<file path="config.mk">
export PLATFORM = sky130hd
export DESIGN_NAME = data_memory_controller
export DESIGN_NICKNAME = d
export VERILOG_FILES = /design/src/rtl/dmem_pkg.sv /design/src/rtl/dmem_region_decode.sv /design/src/rtl/data_memory_controller.sv
export SDC_FILE = /design/constraint.sdc
export NUM_CORES = 1
export LEC_CHECK = 0
export ABC_CLOCK_PERIOD_IN_PS = 1750
export BUFFER_PORTS_ARGS = -buffer_cell sky130_fd_sc_hd__buf_2
export CAP_MARGIN = 20
export CORE_MARGIN = 4
export CORE_UTILIZATION = 30
export CTS_BUF_LIST = sky130_fd_sc_hd__clkbuf_4 sky130_fd_sc_hd__clkbuf_8
export DETAILED_ROUTE_END_ITERATION = 7
export PLACE_DENSITY = 0.67
export RECOVER_POWER = 25
export REMOVE_ABC_BUFFERS = 1
export SLEW_MARGIN = 15
export SYNTH_ARGS = -nofsm -noshare
export SYNTH_HDL_FRONTEND = slang
export SYNTH_SLANG_ARGS = --single-unit
export TNS_END_PERCENT = 50
</file>
<file path="constraint.sdc">
create_clock -name iCLK -period 1.75 [get_ports iCLK]
set_clock_uncertainty 0.05 [all_clocks]
set_input_delay 0.0875 -clock iCLK [delete_from_list [all_inputs] [get_ports iCLK]]
set_output_delay 0.0875 -clock iCLK [all_outputs]
set_load 0.05 [all_outputs]
</file>
<file path="src/rtl/dmem_pkg.sv">
// Shared definitions for the data memory controller: FSM states and the
// region address map (inclusive base/limit byte addresses).
package dmem_pkg;

  typedef enum logic [1:0] {
    ST_IDLE,
    ST_ISSUE,
    ST_WAIT,
    ST_RESP
  } dmem_state_t;

  localparam int MAX_REGIONS = 2;

  // Region 0 is user .data, region 1 is system .kdata
  localparam logic [31:0] REGION_BASE  [MAX_REGIONS] = '{32'h1001_0000, 32'h9000_0000};
  localparam logic [31:0] REGION_LIMIT [MAX_REGIONS] = '{32'h1001_1FFF, 32'h9000_07FF};

  function automatic int region_width(input int nregions);
    return (nregions > 1) ? $clog2(nregions) : 1;
  endfunction

endpackage

</file>
<file path="src/rtl/dmem_region_decode.sv">
// Combinational region decode and access-fault detection for one request.
// On overlapping regions the lowest index is reported.
module dmem_region_decode
  import dmem_pkg::*;
#(
  parameter int ADDR_W   = 32,
  parameter int DATA_W   = 32,
  parameter int NREGIONS = 2,
  parameter int REGION_W = 1
) (
  input  logic [ADDR_W-1:0]   address,
  input  logic [DATA_W/8-1:0] byte_en,
  output logic [NREGIONS-1:0] hit,
  output logic [REGION_W-1:0] region,
  output logic                fault
);

  // Compare in 64 bits so the map works for any address width up to 64
  always_comb begin
    hit    = '0;
    region = '0;
    for (int i = 0; i < NREGIONS; i++) begin
      hit[i] = (64'(address) >= 64'(REGION_BASE[i])) &&
               (64'(address) <= 64'(REGION_LIMIT[i]));
    end
    for (int i = NREGIONS - 1; i >= 0; i--) begin
      if (hit[i]) region = REGION_W'(i);
    end
    fault = (hit == '0) || (address[1:0] != 2'b00) || (byte_en == '0);
  end

endmodule

</file>
<file path="src/rtl/data_memory_controller.sv">
// Single-outstanding-request controller in front of per-region synchronous RAMs
// that share address, byte-enable and write-data buses.
module data_memory_controller
  import dmem_pkg::*;
#(
  parameter int DATA_W   = 32,
  parameter int ADDR_W   = 32,
  parameter int NREGIONS = 2,
  parameter int RAM_AW   = 11
) (
  input  logic                         iCLK,
  input  logic                         iRST_n,
  input  logic                         iReq,
  input  logic                         iWe,
  input  logic [DATA_W/8-1:0]          iByteEn,
  input  logic [ADDR_W-1:0]            iAddress,
  input  logic [DATA_W-1:0]            iWriteData,
  output logic                         oReady,
  output logic                         oRspValid,
  output logic [DATA_W-1:0]            oReadData,
  output logic                         oFault,
  output logic [7:0]                   oFaultCount,
  output logic [RAM_AW-1:0]            oMemAddr,
  output logic [DATA_W/8-1:0]          oMemByteEn,
  output logic [DATA_W-1:0]            oMemData,
  output logic [NREGIONS-1:0]          oMemWe,
  input  logic [NREGIONS*DATA_W-1:0]   iMemQ
);

  localparam int BE_W     = DATA_W / 8;
  localparam int REGION_W = region_width(NREGIONS);

  dmem_state_t state, next_state;

  logic [RAM_AW-1:0]   addr_q;
  logic [BE_W-1:0]     be_q;
  logic [DATA_W-1:0]   data_q;
  logic                we_q;
  logic                fault_q;
  logic [REGION_W-1:0] region_q;
  logic [NREGIONS-1:0] we_sel_q;
  logic [DATA_W-1:0]   read_data_q;
  logic [7:0]          fault_count_q;

  logic [NREGIONS-1:0] dec_hit;
  logic [REGION_W-1:0] dec_region;
  logic                dec_fault;
  logic [NREGIONS-1:0] dec_onehot;
  logic                accept;

  dmem_region_decode #(
    .ADDR_W  (ADDR_W),
    .DATA_W  (DATA_W),
    .NREGIONS(NREGIONS),
    .REGION_W(REGION_W)
  ) u_decode (
    .address(iAddress),
    .byte_en(iByteEn),
    .hit    (dec_hit),
    .region (dec_region),
    .fault  (dec_fault)
  );

  assign accept     = (state == ST_IDLE) && iReq;
  // Lowest set hit bit, so overlapping regions still give a one-hot strobe
  assign dec_onehot = dec_hit & (~dec_hit + 1'b1);

  always_ff @(posedge iCLK or negedge iRST_n) begin
    if (!iRST_n) state <= ST_IDLE;
    else         state <= next_state;
  end

  always_comb begin
    next_state = state;
    case (state)
      ST_IDLE:  if (iReq) next_state = dec_fault ? ST_RESP : ST_ISSUE;
      ST_ISSUE: next_state = we_q ? ST_RESP : ST_WAIT;
      ST_WAIT:  next_state = ST_RESP;
      ST_RESP:  next_state = ST_IDLE;
      default:  next_state = ST_IDLE;
    endcase
  end

  always_ff @(posedge iCLK or negedge iRST_n) begin
    if (!iRST_n) begin
      addr_q   <= '0;
      be_q     <= '0;
      data_q   <= '0;
      we_q     <= 1'b0;
      fault_q  <= 1'b0;
      region_q <= '0;
      we_sel_q <= '0;
    end else if (accept) begin
      addr_q   <= iAddress[RAM_AW+1:2];
      be_q     <= iByteEn;
      data_q   <= iWriteData;
      we_q     <= iWe;
      fault_q  <= dec_fault;
      region_q <= dec_region;
      we_sel_q <= (iWe && !dec_fault) ? dec_onehot : '0;
    end
  end

  // Faults clear the read data at accept so the fault response shows zero
  always_ff @(posedge iCLK or negedge iRST_n) begin
    if (!iRST_n)                read_data_q <= '0;
    else if (accept && dec_fault) read_data_q <= '0;
    else if (state == ST_WAIT)    read_data_q <= iMemQ[int'(region_q)*DATA_W +: DATA_W];
  end

  always_ff @(posedge iCLK or negedge iRST_n) begin
    if (!iRST_n)                                           fault_count_q <= '0;
    else if (accept && dec_fault && fault_count_q != 8'hFF) fault_count_q <= fault_count_q + 8'd1;
  end

  assign oReady      = (state == ST_IDLE);
  assign oRspValid   = (state == ST_RESP);
  assign oFault      = (state == ST_RESP) && fault_q;
  assign oReadData   = read_data_q;
  assign oFaultCount = fault_count_q;
  assign oMemAddr    = addr_q;
  assign oMemByteEn  = be_q;
  assign oMemData    = data_q;
  assign oMemWe      = (state == ST_ISSUE) ? we_sel_q : '0;

endmodule

</file>
==> flow_metrics.py <==
metrics = {
    "run_status": {
        "status": "finished, final reports clean",
    },
    "sta": {
        "hold_viol": 0,
        "setup_viol": 0,
        "finalCritPeriodShare_pct": 98.1,
        "finalMaxSlewViolations": 0,
        "grt_setup_unrepaired": "no",
        "max_freq_ghz": 0.583,
        "finalCriticalPeriod_ps": 1720,
        "worstMarginPinSlew_ps": 887,
        "max_slew_margin_pct": 40.9,
    },
    "detailed_routing": {
        "post_drt_wl_per_cell_um": 15.9,
        "wl_mm": 13.5,
        "drtAntennaViolNets": 0,
        "vias_per_cell": 4.60,
        "vias": 3930,
        "drt-initial-drc-count": 143,
        "route.detailed.drc": 0,
        "firstDrtPassIters": 4,
    },
    "synthesis": {
        "async_flop_share_pct": 100,
        "ys_ff_latch": 94,
        "muxShareOfSynthArea_pct": 21.5,
        "postSynthCellCount": 334,
        "syn-cell-area_mm2": 0.00423,
        "synth_top_area_share_pct": 55.7,
        "synth_top_family_by_area": "multiplexers",
        "synthAdderAreaFrac_pct": 1.48,
        "synth-warning-count": 0,
        "post_synth.cell_area_avg_um2": 12.7,
        "synthFlopType": "dfrtp_1",
        "synthTopCellsByArea": "dfrtp_1 (56%), mux2_2 (13%), mux2i_1 (7.8%)",
        "synth-compound-area-share_pct": 8.02,
        "ys_types": 39,
        "synth_edf_count": 0,
        "yosys.area_share.simple_pct": 9.89,
        "synth_xor_area_share_pct": 0.414,
        "ys_seq_area_share_pct": 55.7,
        "yosys.area.top_type": "dfrtp_1",
    },
    "floorplanning": {
        "chipHeight_um": 127,
        "initial_core_util_pct": 30.6,
        "io_pins": 228,
        "dieArea_mm2": 0.0161,
        "coreArea_mm2": 0.0138,
        "core.rowCount": 43,
        "die_w_um": 127,
    },
    "place": {
        "io_buffers": 227,
        "dp.cells": 739,
        "globalplace.congestion": 0.867,
        "dpl.hpwl_mm": 8.97,
    },
    "power": {
        "finalPower_mw": 13.1,
        "leakage_nw": 3.21,
        "powerDensity_mw_per_mm2": 1900,
        "vdd_drop_max_uv": 1210,
    },
    "worst_setup_path": {
        "crit_family": "buffers and inverters",
        "worstPathMaxFanout": 4,
        "r2r_cells": 5,
        "crit_path_max_incr_delay_ps": 530,
        "crit_cells": 7,
        "critPathCaptureType": "register",
        "crit_type": "in2reg",
        "crit_path_top_delay_cell": "dlygate4sd3_1",
        "worst-path-buf-inv": 2,
        "start_kind": "primary input",
        "cp.arrival_ps": 1930,
        "reg2reg_to": "oFaultCount[1]$_DFFE_PN0P_",
        "cp_cell_sequence": "dlygate4sd3_1 > buf_2 > nor4_2 > and4b_4 > a31oi_4 > and2_4 > mux2_4",
        "reg2reg_slack_ps": 100,
        "required_ps": 1960,
        "r2r-start": "oFaultCount[0]$_DFFE_PN0P_",
    },
    "min_path": {
        "min_to": "oReadData[7]$_DFFE_PN0P_",
        "holdCritPathClass": "in2reg",
        "hp-start": "iMemQ[39]",
        "holdPathStages": 3,
    },
    "global_route": {
        "antenna_found_initial": 0,
        "grt_pass1_wl_mm": 21.6,
        "gr-total-overflow": 0,
        "grt_max_degree": 65,
        "first_global_vias": 4394,
        "grt.total_usage_pct": 16.9,
    },
    "cells_and_area": {
        "fin_cells": 854,
        "n_fill_cell": 1195,
        "area_delta_synth_final_pct": 63.2,
        "fin_nets": 810,
        "drive_above_1_share_pct": 48.2,
        "antenna_cells": 0,
    },
    "clock_tree": {
        "cts_buffers": 9,
        "cts_sinks": 94,
        "cts_tree": "built",
        "clkLatencyLatePin_ps": 370,
        "path_clk_slew_ps": 90,
        "cts-root-buf": "clkbuf_8",
        "cts.path.max_buffers": 2,
        "htree_levels": 3,
    },
    "run": {
        "drv_cap": 0,
    },
}
## final cells by class
type	count	area, um2	share of cell area [%]
clock buffers	9	124	1.80
clock inverters	7	96.3	1.40
inverters	5	18.8	0.272
multi-input cells	214	1770	25.7
flip-flops and latches	94	2350	34.1
well taps	180	225	3.27
repair buffers	345	2310	33.5
## synthesized netlist by cell type (all sizes together), types with 5 or more instances
master / count
nor4: 5
ha: 5
mux2i: 33
and2: 5
a211oi: 32
inv: 5
mux2: 51
buf: 13
dfrtp: 94
clkbuf: 8
nor2: 40
nand2: 10
nor4b: 5
## how the worst max path moves through the flow
stage                         start                         end  slack (ps)
5_1_grt                  iByteEn[2]  oFaultCount[1]$_DFFE_PN0P_         0.2
2_1_floorplan  state[0]$_DFFE_PN0P_  oFaultCount[1]$_DFFE_PN0P_       -1400
3_3_place_gp             iByteEn[1]  oFaultCount[1]$_DFFE_PN0P_          40
3_5_place_dp   state[1]$_DFFE_PN0P_  oFaultCount[7]$_DFFE_PN0P_           2
6_report                 iByteEn[2]  oFaultCount[1]$_DFFE_PN0P_          30
4_1_cts        state[1]$_DFFE_PN0P_    oMemData[21]$_DFFE_PN0P_           8
## routing by layer
metal | vias to the layer above | global-route usage [%] | routed length (um)
li1 | 1873 | - | -
met1 | 1881 | 18.0 | 5120
met2 | 150 | 31.8 | 7300
met3 | 26 | 4.80 | 751
met4 | 0 | 5.99 | 361
met5 | - | 0 | 0
## state kept, by name (all words and copies together) (netlist names)
signal,flops
we_q,1
oMemByteEn,4
oReadData,32
oMemAddr,11
state,2
oFaultCount,8
fault_q,1
region_q,1
oMemData,32
we_sel_q,2
## worst reg2reg max path: stages (launching register included)
cell,delay (ps)
dfrtp_1,370
ha_1,190
nand2_1,90
or3_1,370
and2_4,180
mux2_4,290
## where the power goes
group	internal (mW)	switching, mW
logic	2.27	5.43
clock network	0.806	0.789
registers	3.23	0.545
total	6.31	6.76
## metrics by stage
step	hold WS, ps	instance area [um2]	TNS [ps]	util [%]	setup WS, ps
floorplan	-258	4120	-77290	-	-1400
detailed placement	40.3	5690	0	41.1	2.41
finish	16.0	6900	0	49.9	33.6
global placement	38.1	5690	0	41.1	43.8
CTS	3.00	6910	0	50.0	8.46
global route	19.6	6900	0	49.9	0.239
## placed cells by master, fill, tap and decap left out, types with 3 or more instances in the layout
| cell | instances |
|---|---|
| nand2_1 | 10 |
| nor4_1 | 3 |
| inv_1 | 3 |
| buf_12 | 3 |
| dlygate4sd3_1 | 99 |
| clkinvlp_4 | 3 |
| mux2i_1 | 33 |
| buf_4 | 14 |
| a211oi_1 | 32 |
| mux2_2 | 48 |
| dfrtp_1 | 93 |
| nor2_1 | 40 |
| clkbuf_8 | 9 |
| nand3_1 | 4 |
| ha_1 | 3 |
| and2_1 | 3 |
| buf_2 | 226 |
## cells by family after synthesis
kind of cell             count (synthesis)
AO/OA/AOI/OAI                           44
XOR/XNOR                                 2
adder cells (fa/ha/maj)                  5
flip-flops                              94
buffers and inverters                   26
AND/OR/NAND/NOR                         79
multiplexers                            84
## what timing repair did
action,4_1_cts,5_1_grt
resized for setup,1,6
gates cloned,0,0
hold endpoints to repair,109,0
pin swaps,0,2
hold buffers,99,0
buffers inserted,0,0
endpoints found under the setup margin,1,28
Power figures use the tool's default switching activity.
